<file path="config.mk">
export PLATFORM = sky130hd
export DESIGN_NAME = io_port_bank_flat
export DESIGN_NICKNAME = d
export VERILOG_FILES = /design/src/rtl/io_port_bank_pkg.sv /design/src/rtl/io_port_bank_if.sv /design/src/rtl/io_port_bank_debounce.sv /design/src/rtl/io_port_bank.sv /design/src/flat_wrapper.sv
export SDC_FILE = /design/constraint.sdc
export NUM_CORES = 1
export LEC_CHECK = 0
export CAP_MARGIN = 20
export CORE_ASPECT_RATIO = 1.5
export CORE_MARGIN = 2
export CORE_UTILIZATION = 37
export CTS_CLUSTER_SIZE = 20
export DETAILED_ROUTE_END_ITERATION = 7
export HOLD_SLACK_MARGIN = 0.08
export PLACE_DENSITY = 0.94
export REMOVE_ABC_BUFFERS = 1
export SLEW_MARGIN = 10
export SYNTH_ARGS = -nofsm -noshare
export SYNTH_HDL_FRONTEND = slang
export SYNTH_SLANG_ARGS = --single-unit
</file>
<file path="constraint.sdc">
create_clock -name clk -period 4.6 [get_ports clk]
set_clock_uncertainty 0.15 [all_clocks]
set_input_delay 0.69 -clock clk [delete_from_list [all_inputs] [get_ports clk]]
set_output_delay 0.69 -clock clk [all_outputs]
set_load 0.01 [all_outputs]
</file>
<file path="src/rtl/io_port_bank_pkg.sv">
// Shared constants for the memory-mapped I/O port bank: default bus width,
// default window base and the register offset encoding.
package io_pkg;

    localparam int unsigned     IO_DATA_W    = 22;
    localparam logic [21:0]     IO_BASE_ADDR = 22'h3F_FFF0;

    typedef enum logic [1:0] {
        OFS_STATE = 2'd0,
        OFS_EDGE  = 2'd1,
        OFS_OUT   = 2'd2,
        OFS_TGL   = 2'd3
    } reg_ofs_e;

endpackage

</file>
<file path="src/rtl/io_port_bank_if.sv">
// CPU data-bus view of the I/O port bank: address/write strobe from the CPU,
// window hit and combinational read data back.
interface io_port_bank_if #(
    parameter int unsigned DATA_W = 22
);
    logic [DATA_W-1:0] adr;
    logic [DATA_W-1:0] wdata;
    logic              we;
    logic              sel;
    logic [DATA_W-1:0] rdata;

    modport master (output adr, output wdata, output we, input sel, input rdata);
    modport slave  (input adr, input wdata, input we, output sel, output rdata);
endinterface

</file>
<file path="src/rtl/io_port_bank_debounce.sv">
// One button channel: 2-flop synchroniser on the inverted raw input, then an
// optional debouncer (IO_DEBOUNCE_EN) producing the stable level and a rise pulse.
module io_debounce #(
    parameter int unsigned DEBOUNCE_CYCLES = 500000
) (
    input  logic clk,
    input  logic reset,
    input  logic btn_n,
    output logic lvl,
    output logic rise
);
    logic sync1;
    logic sync2;

    always_ff @(posedge clk or negedge reset) begin
        if (!reset) begin
            sync1 <= 1'b0;
            sync2 <= 1'b0;
        end else begin
            sync1 <= ~btn_n;
            sync2 <= sync1;
        end
    end

`ifdef IO_DEBOUNCE_EN
    localparam int unsigned CNT_W = $clog2(DEBOUNCE_CYCLES);

    logic [CNT_W-1:0] cnt;
    logic             accept;

    // rise is taken from the accept condition so the edge flag sets on the
    // same clock edge that lvl changes.
    assign accept = (sync2 != lvl) && (cnt == CNT_W'(DEBOUNCE_CYCLES - 1));
    assign rise   = accept & sync2;

    always_ff @(posedge clk or negedge reset) begin
        if (!reset) begin
            cnt <= '0;
            lvl <= 1'b0;
        end else if (sync2 == lvl) begin
            cnt <= '0;
        end else if (accept) begin
            cnt <= '0;
            lvl <= sync2;
        end else begin
            cnt <= cnt + 1'b1;
        end
    end
`else
    assign lvl  = sync2;
    assign rise = sync1 & ~sync2;
`endif

endmodule

</file>
<file path="src/rtl/io_port_bank.sv">
// Memory-mapped button/output register bank for the CPU data bus.
// Debouncing is built only when IO_DEBOUNCE_EN is defined.
module io_port_bank
    import io_pkg::*;
#(
    parameter int unsigned       DATA_W          = IO_DATA_W,
    parameter int unsigned       N_IN            = 4,
    parameter int unsigned       N_OUT           = 4,
    parameter logic [DATA_W-1:0] BASE_ADDR       = DATA_W'(IO_BASE_ADDR),
    parameter int unsigned       DEBOUNCE_CYCLES = 500000
) (
    input  logic             clk,
    input  logic             reset,
    io_port_bank_if.slave    bus,
    input  logic [N_IN-1:0]  btn_n,
    output logic [N_OUT-1:0] out_port
);
    logic [DATA_W-1:0] ofs_full;
    reg_ofs_e          ofs;
    logic              wr_en;
    logic [N_IN-1:0]   lvl;
    logic [N_IN-1:0]   rise;
    logic [N_IN-1:0]   edg;
    logic [N_IN-1:0]   edg_clr;

    // Modular subtraction gives an in-window test that stays correct for any base.
    assign ofs_full = bus.adr - BASE_ADDR;
    assign bus.sel  = (ofs_full < DATA_W'(4));
    assign ofs      = reg_ofs_e'(ofs_full[1:0]);
    assign wr_en    = bus.we & bus.sel;

    for (genvar i = 0; i < N_IN; i++) begin : g_ch
        io_debounce #(
            .DEBOUNCE_CYCLES(DEBOUNCE_CYCLES)
        ) u_db (
            .clk   (clk),
            .reset (reset),
            .btn_n (btn_n[i]),
            .lvl   (lvl[i]),
            .rise  (rise[i])
        );
    end

    always_comb begin
        edg_clr = '0;
        if (wr_en && (ofs == OFS_EDGE)) begin
            edg_clr = bus.wdata[N_IN-1:0];
        end
    end

    // A press on the same edge as a clear keeps the flag set.
    always_ff @(posedge clk or negedge reset) begin
        if (!reset) begin
            edg <= '0;
        end else begin
            edg <= (edg & ~edg_clr) | rise;
        end
    end

    always_ff @(posedge clk or negedge reset) begin
        if (!reset) begin
            out_port <= '0;
        end else if (wr_en) begin
            case (ofs)
                OFS_OUT: out_port <= bus.wdata[N_OUT-1:0];
                OFS_TGL: out_port <= out_port ^ bus.wdata[N_OUT-1:0];
                default: ;
            endcase
        end
    end

    always_comb begin
        bus.rdata = '0;
        if (bus.sel) begin
            case (ofs)
                OFS_STATE: bus.rdata[N_IN-1:0]  = lvl;
                OFS_EDGE:  bus.rdata[N_IN-1:0]  = edg;
                OFS_OUT:   bus.rdata[N_OUT-1:0] = out_port;
                default:   ;
            endcase
        end
    end

endmodule
</file>
<file path="src/flat_wrapper.sv">
// flat-port wrapper written by rule: the top's interface ports become plain ports
module io_port_bank_flat import io_pkg::*;
#(
    parameter int unsigned       DATA_W          = IO_DATA_W,
    parameter int unsigned       N_IN            = 4,
    parameter int unsigned       N_OUT           = 4,
    parameter logic [DATA_W-1:0] BASE_ADDR       = DATA_W'(IO_BASE_ADDR),
    parameter int unsigned       DEBOUNCE_CYCLES = 500000
)
  (clk, reset, btn_n, out_port, bus_adr, bus_wdata, bus_we, bus_sel, bus_rdata);
  io_port_bank_if #(.DATA_W(DATA_W)) bus_i ();
  input  logic clk;
  input  logic reset;
  input  logic [N_IN-1:0] btn_n;
  output logic [N_OUT-1:0] out_port;
  input wire logic [$bits(bus_i.adr)-1:0] bus_adr;
  input wire logic [$bits(bus_i.wdata)-1:0] bus_wdata;
  input wire logic [$bits(bus_i.we)-1:0] bus_we;
  output wire logic [$bits(bus_i.sel)-1:0] bus_sel;
  output wire logic [$bits(bus_i.rdata)-1:0] bus_rdata;
  assign bus_i.adr = bus_adr;
  assign bus_i.wdata = bus_wdata;
  assign bus_i.we = bus_we;
  assign bus_sel = bus_i.sel;
  assign bus_rdata = bus_i.rdata;
  io_port_bank #(.DATA_W(DATA_W), .N_IN(N_IN), .N_OUT(N_OUT), .BASE_ADDR(BASE_ADDR), .DEBOUNCE_CYCLES(DEBOUNCE_CYCLES)) u_core (.clk(clk), .reset(reset), .bus(bus_i), .btn_n(btn_n), .out_port(out_port));
endmodule
</file>
# Word-level counts from Yosys, hierarchy flattened

Index checks and enable logic that the tools add are counted.

Bits in registers: 16
Word-level logic and storage cells: 40

$add $sub $neg: 1
Magnitude comparators: 1
Eq/ne operators: 3
Muxes and demuxes: 4
Bitwise operators: 17
Reductions and logical operators: 4

Operators with widths:

| operator                                                     | number |
|---|---|
| less-than comparator 22 x 3 -> 1 bit (second input constant) | 1 |
| subtractor 22 bit (second input constant)                    | 1 |
| one-hot mux 4 bit (3 select lines)                           | 1 |
| 2-to-1 mux 4 bit                                             | 2 |
| NOT 1 bit                                                    | 8 |
| one-hot mux 4 bit (2 select lines)                           | 1 |
| bitwise AND 1 bit                                            | 5 |
| bitwise AND 4 bit                                            | 1 |
| == test 2 bit (second input constant)                        | 2 |
| NOT 4 bit                                                    | 1 |
| OR 4 bit                                                     | 1 |
| XOR 4 bit                                                    | 1 |
| == test 2 x 1 -> 1 bit (second input constant)               | 1 |
| zero test 2 bit                                              | 1 |
| AND reduction 2 bit                                          | 1 |
| nonzero test 2 bit                                           | 1 |
| logical AND 1 bit                                            | 1 |

# Depth between registers and ports, before layout

Gate-level depths: netlist of the first run.

Depth in word-level cells: 8
Gate-level depth with buffers: 4
Mapped depth without buffers: 4

# Modules after synthesis

Synthesis of the first run repeated with hierarchy kept, for this count alone.

Cells, all modules: 108
Area total of the unflattened synthesis: 1104.8 sq um

By module, submodules not included:

| module       | times used | cells each | area an instance (sq um) |
|---|---|---|---|
| io_port_bank | 1          | 92         | 834.6 |
| io_debounce  | 4          | 4          | 67.6 |

# Worst setup path after synthesis of the first run

Ideal clock, no wire load.

Path type: input to output
Start: input port bus_adr[2]
End: output port bus_rdata[0]
Arrival: 1.955 ns
Slack: 1.805 ns
Stages: 4
Path buffers: 0
Cells stage by stage: nand4bb_1 > or4_4 > a211oi_2 > and2_1

Cells in the longest elaborated chain, start to end: 3

RTL lines:

| item                                 | RTL line           | source |
|---|---|---|
| from (decl)                          | flat_wrapper.sv:16 | `input wire logic [$bits(bus_i.adr)-1:0] bus_adr;` |
| subtractor 22 bit                    | io_port_bank.sv:27 | `assign ofs_full = bus.adr - BASE_ADDR;` |
| less-than comparator 22 x 3 -> 1 bit | io_port_bank.sv:28 | `assign bus.sel = (ofs_full < DATA_W'(4));` |
| net bus_sel                          | flat_wrapper.sv:19 | `output wire logic [$bits(bus_i.sel)-1:0] bus_sel;` |
| 2-to-1 mux 4 bit                     | io_port_bank.sv:74 | `if (bus.sel) begin` |
| to (decl)                            | flat_wrapper.sv:20 | `output wire logic [$bits(bus_i.rdata)-1:0] bus_rdata;` |

The timed path passes the listed nets, and every way through them passes these cells.

# Worst setup path after layout of the first run

Start: input port bus_adr[15]
End: output port bus_rdata[1]

Cells in the longest elaborated chain, start to end: 3

RTL lines:

| item                                 | RTL line |
|---|---|
| subtractor 22 bit                    | io_port_bank.sv:27 |
| less-than comparator 22 x 3 -> 1 bit | io_port_bank.sv:28 |
| 2-to-1 mux 4 bit                     | io_port_bank.sv:74 |

No other way between the ends.

==> out/metrics.csv, run 1 <==
metric,value,unit
vias_per_cell,4.805,
finalHoldViolCount,0,
ys_top_cells_by_area,"dfrtp_1, buf_4, nand2_1",
yosysSeqAreaShare,37.04,%
antenna_found_initial,0,
post_cts_buffers,0,
layout-area-overhead-vs-synth,40.74,%
grt_setup_unrepaired,false,
grt_overflow_total,0,
power_switching,70.18,uW
fin_hold_ws,0.2202,ns
diodes,0,
cp_common_cell,clkdlybuf4s50_1,
cts_sinks,16,
cpPeakStageDelay,0.53,ns
crit_path_cell_trace,clkdlybuf4s50_1 > and4_1 > nand4_2 > a211oi_2 > and2_1 > clkdlybuf4s50_1,
worst_pin_slew,0.6671,ns
insertion_delay,0.24,ns
die_area,3379,sq um
irDropWorstVdd,0.0001656,V
nets,219,
outcome,"complete, no violations",
synthCells,122,
htree_levels,1,
dpl_cell_area,1480,sq um
avgSynthCellArea,8.861,sq um
p_int,235.6,uW
synth_most_common_cell,buf_4,
clkPwrFrac,32.3,%
powerDensity,201.0,nW/um^2
power.total,305.7,uW
port_buffers,41,
startpoint_type,input pin,
hold_class,reg -> reg,
endpoint_kind,output pin,
cp_max_fo,10,
required,3.76,ns
ys.flop_type,dfrtp_1,
fin_area,1521,sq um
grt.total_usage,15.00,%
wl_per_cell,11.81,microns
drc,0,
synth_largest_area_cell,dfrtp_1,
ys_seq_elements,16,
timing_worst_setup_path_type,in -> out,
cp_slowest_cell,clkdlybuf4s50_1,
switching_share,22.95,%
chipHeight,70.20,microns
initial_core_util,37.89,%
p_seq_share,47.8,%
cts_tree,yes,
ys_types,29,
yosysTopAreaCellShare,37.04,%
yosysWarnings,0,
grt_pass1_vias,1003,
fin_ws,0.7983,ns
finalSetupViolCount,0,
numCtsBuffers,3,
critical_path_arrival,2.96,ns
drt.antenna.violating_nets,0,
max_freq,0.2630,GHz
slew_headroom,55.39,%
drt_iter0_markers,10,
dr_total_vias,985,
async_reset_ff_share,100.0,%
tns,0,ns
synth_common_cells,"buf_4, nand2_1, dfrtp_1, inv_1, o22ai_1",
dr.pass1.iters,4,
min_period,3.802,ns
pre_cts_slack,0.8334,ns
slew_violations,0,
post-route-period-util,82.65,%
rows,24,
wl,2.421,mm
clkTransAtPathRegs,0.05,ns
grt_max_degree,17,
clockRootBuffer,clkbuf_8,
netlist_area,1081,sq um
postCtsHoldBufs,0,
post_cts_resized,0,
clock_tree.buffer_depth,2,
num_io_pins,78,
drive_gt1_share,6.024,%
comb_power_share,19.9,%
dp_hpwl,2.013,mm
grt_pass1_wl,3.657,mm
power.leakage,0.0006741,uW
cap_violations,0,
die_x,48.14,microns
core,2853,sq um
gp_congestion,0.7757,
synth_edf_count,0,
layout by cell type, fill, tap and decap left out, types with 5 or more instances in the layout:
master	n
inv_1	16
dfrtp_1	16
nand2_1	17
clkdlybuf4s50_1	41
nor2b_1	5
o22ai_1	8
conb_1	18
final timing paths:
| path | depth (start not counted) | end | from | slack [ns] |
|---|---|---|---|---|
| worst max-delay path | 6 | bus_rdata[1] | bus_adr[15] | 0.80 |
| worst min-delay path | 0 | u_core.g_ch[0].u_db.lvl$_DFF_PN0_ | u_core.g_ch[0].u_db.sync1$_DFF_PN0_ | 0.22 |
| worst max register to register | 3 | u_core.out_port[3]$_DFFE_PN0P_ | u_core.out_port[3]$_DFFE_PN0P_ | 3.68 |
| worst min register to register | 0 | u_core.g_ch[0].u_db.lvl$_DFF_PN0_ | u_core.g_ch[0].u_db.sync1$_DFF_PN0_ | 0.22 |
| max in group asynchronous | 1 | u_core.out_port[0]$_DFFE_PN0P_ | reset | 3.17 |
| min in group asynchronous | 1 | u_core.g_ch[3].u_db.sync1$_DFF_PN0_ | reset | 0.70 |
per-layer routing:
| layer | track usage, % | vias to the layer above | wire length, microns |
|---|---|---|---|
| li1 | - | 483 | - |
| met1 | 14.12 | 447 | 905 |
| met2 | 26.37 | 50 | 1248 |
| met3 | 2.067 | 5 | 210 |
| met4 | 10.81 | 0 | 56 |
| met5 | 0 | - | 0 |
registers in the layout (all words and copies together) (netlist names):
name,count
u_core.g_ch.u_db.lvl,4
u_core.out_port,4
u_core.g_ch.u_db.sync1,4
u_core.edg,4
layout make-up:
| class | count | area, sq um |
|---|---|---|
| Fill cell | 271 | 1331 |
| Multi-Input combinational cell | 88 | 545.5 |
| Timing Repair Buffer | 43 | 425.4 |
| Sequential cell | 16 | 400.4 |
| Inverter | 16 | 60.06 |
| Tap cell | 39 | 48.80 |
| Clock buffer | 3 | 41.29 |
critical path, delay by kind of cell:
kind	cells	cell delay, ns
compound gates	1	0.43
simple gates	3	0.78
buf+inv	2	1.05
cell families (layout without fill, tap and decap cells):
group	after synthesis	after routing	synth area share (%)
AND/OR/NAND/NOR	41	41	21.87
buffers and inverters	35	62	18.40
AO/OA/AOI/OAI	23	23	16.55
flip-flops	16	16	37.04
multiplexers	5	5	4.977
other	1	18	0.3469
XOR/XNOR	1	1	0.8103
power by group through the flow:
stage	Clock [uW]	Sequential [uW]	Combinational [uW]
floorplan	0	148	21.4
global placement	0	148	59.3
detailed placement	0	149	60.8
CTS	106	146	61.1
global route	110	146	67.1
finish	98.7	146	60.9
stage by stage:
step,util (%),instances
floorplan,-,120
global placement,51.89,202
detailed placement,51.89,202
CTS,53.33,205
global route,53.33,205
finish,53.33,205
No activity file was read; power rests on OpenSTA's default activity.
==> run 2: changes to the inputs <==
CORE_UTILIZATION = 31   (was 37)
PLACE_DENSITY = 0.85   (was 0.94)
clock period = 3.25 ns   (was 4.6 ns; I/O delays follow)
==> out/metrics.csv, run 2 (synthesis results as in run 1) <==
metric,value,unit
dr_total_vias,995,
layout_common_cells,"clkdlybuf4s50_1, conb_1, nand2_1",
die_area,3985,sq um
drt.antenna.violating_nets,0,
grt.total_usage,12.95,%
initial_core_util,31.95,%
worstHoldStart,u_core.g_ch[0].u_db.sync1$_DFF_PN0_,
final_common_cell,clkdlybuf4s50_1,
fin_ws,0.1071,ns
clockRootBuffer,clkbuf_8,
dp_hpwl,2.088,mm
drt_iter0_markers,11,
clkTransAtPathRegs,0.06,ns
post_cts_buffers,0,
postCtsHoldBufs,0,
timing.rr.end,u_core.out_port[2]$_DFFE_PN0P_,
outcome,"complete, no violations",
rrSetupSlack,2.34,ns
port_buffers,41,
required,2.61,ns
endpoint_kind,output pin,
rows,26,
chipHeight,76.33,microns
slew_headroom,55.56,%
regToRegStartpoint,u_core.out_port[2]$_DFFE_PN0P_,
multiInputGateArea,545.5,sq um
irDropWorstVdd,0.0002597,V
fillers,332,
clock_tree.buffer_depth,2,
post-route-util,46.45,%
htree_levels,1,
core,3383,sq um
nets,224,
post_cts_resized,4,
grt_overflow_total,0,
startpoint_type,input pin,
insertion_delay,0.24,ns
fin_hold_ws,0.2297,ns
whs_endpoint,u_core.g_ch[0].u_db.lvl$_DFF_PN0_,
wl,2.536,mm
pre_cts_slack,-0.02372,ns
gp_congestion,0.7772,
critical_path_arrival,2.51,ns
grt_max_degree,17,
seq_area,400.4,sq um
die_x,52.22,microns
layout-area-overhead-vs-synth,45.37,%
dr.pass1.iters,3,
numCtsBuffers,3,
grt_pass1_wl,4.077,mm
drive_gt1_share,9.302,%
grt_pass1_vias,993,
cts_tree,yes,
cp_max_fo,5,
grt_setup_unrepaired,false,
powerDensity,294.7,nW/um^2
min_period,3.143,ns
slew_violations,0,
power.total,463.1,uW
num_io_pins,78,
cts_sinks,16,
hold_class,reg -> reg,
cap_violations,0,
max_freq,0.3182,GHz
finalHoldViolCount,0,
drc,0,
worst_pin_slew,0.6645,ns
diodes,0,
timing_worst_setup_path_type,in -> out,
antenna_found_initial,0,
finalSetupViolCount,0,
holdPathStages,0,
post-route-period-util,96.70,%
wl_per_cell,11.85,microns
power.leakage,0.0007241,uW
worst_r2r_path_depth,3,
vias_per_cell,4.650,
run 2: metrics by stage:
stage | cells | instance area [sq um] | TNS (ns)
6_report | 214 | 1572 | 0
2_1_floorplan | 120 | 1006 | 0
3_5_place_dp | 210 | 1521 | -0.04325
3_3_place_gp | 210 | 1521 | -0.01610
5_1_grt | 214 | 1572 | 0
4_1_cts | 214 | 1572 | 0
run 2: final cells by class:
class | count | share of cell area [%]
repair buffers | 48 | 29.14
inverters | 16 | 3.822
flip-flops and latches | 16 | 25.48
multi-input cells | 88 | 34.71
well taps | 42 | 3.344
clock buffers | 4 | 3.503
run 2: worst max path at each step:
| stage | startpoint | end | slack [ns] | cells after the start |
|---|---|---|---|---|
| after floorplan | bus_adr[2] | bus_rdata[0] | 0.86 | 4 |
| after global placement | bus_adr[2] | bus_rdata[0] | -0.02 | 7 |
| after detailed placement | bus_adr[2] | bus_rdata[0] | -0.02 | 7 |
| after CTS | bus_adr[2] | bus_sel | 0.1 | 6 |
| after global routing | bus_adr[2] | bus_sel | 0.006 | 6 |
| final | bus_adr[2] | bus_sel | 0.11 | 6 |
run 2: layer usage:
metal	part of all wire, %	vias to the layer above	global-route usage, %
li1	-	496	-
met1	39	450	14.75
met2	50	45	23.04
met3	9.4	4	1.961
met4	0.99	0	5.385
met5	0	-	0
run 2: critical path, stage by stage:
cell             delay, ns
clkdlybuf4s50_1       0.42
nand4bb_1             0.19
or4_4                 0.56
a211oi_2              0.15
buf_4                 0.16
clkdlybuf4s50_1       0.53
run 2: report_power, final:
group	switching, uW	internal (uW)
Clock	60.2	107
Sequential	2.71	204
Combinational	40.0	48.5
Total	103	360
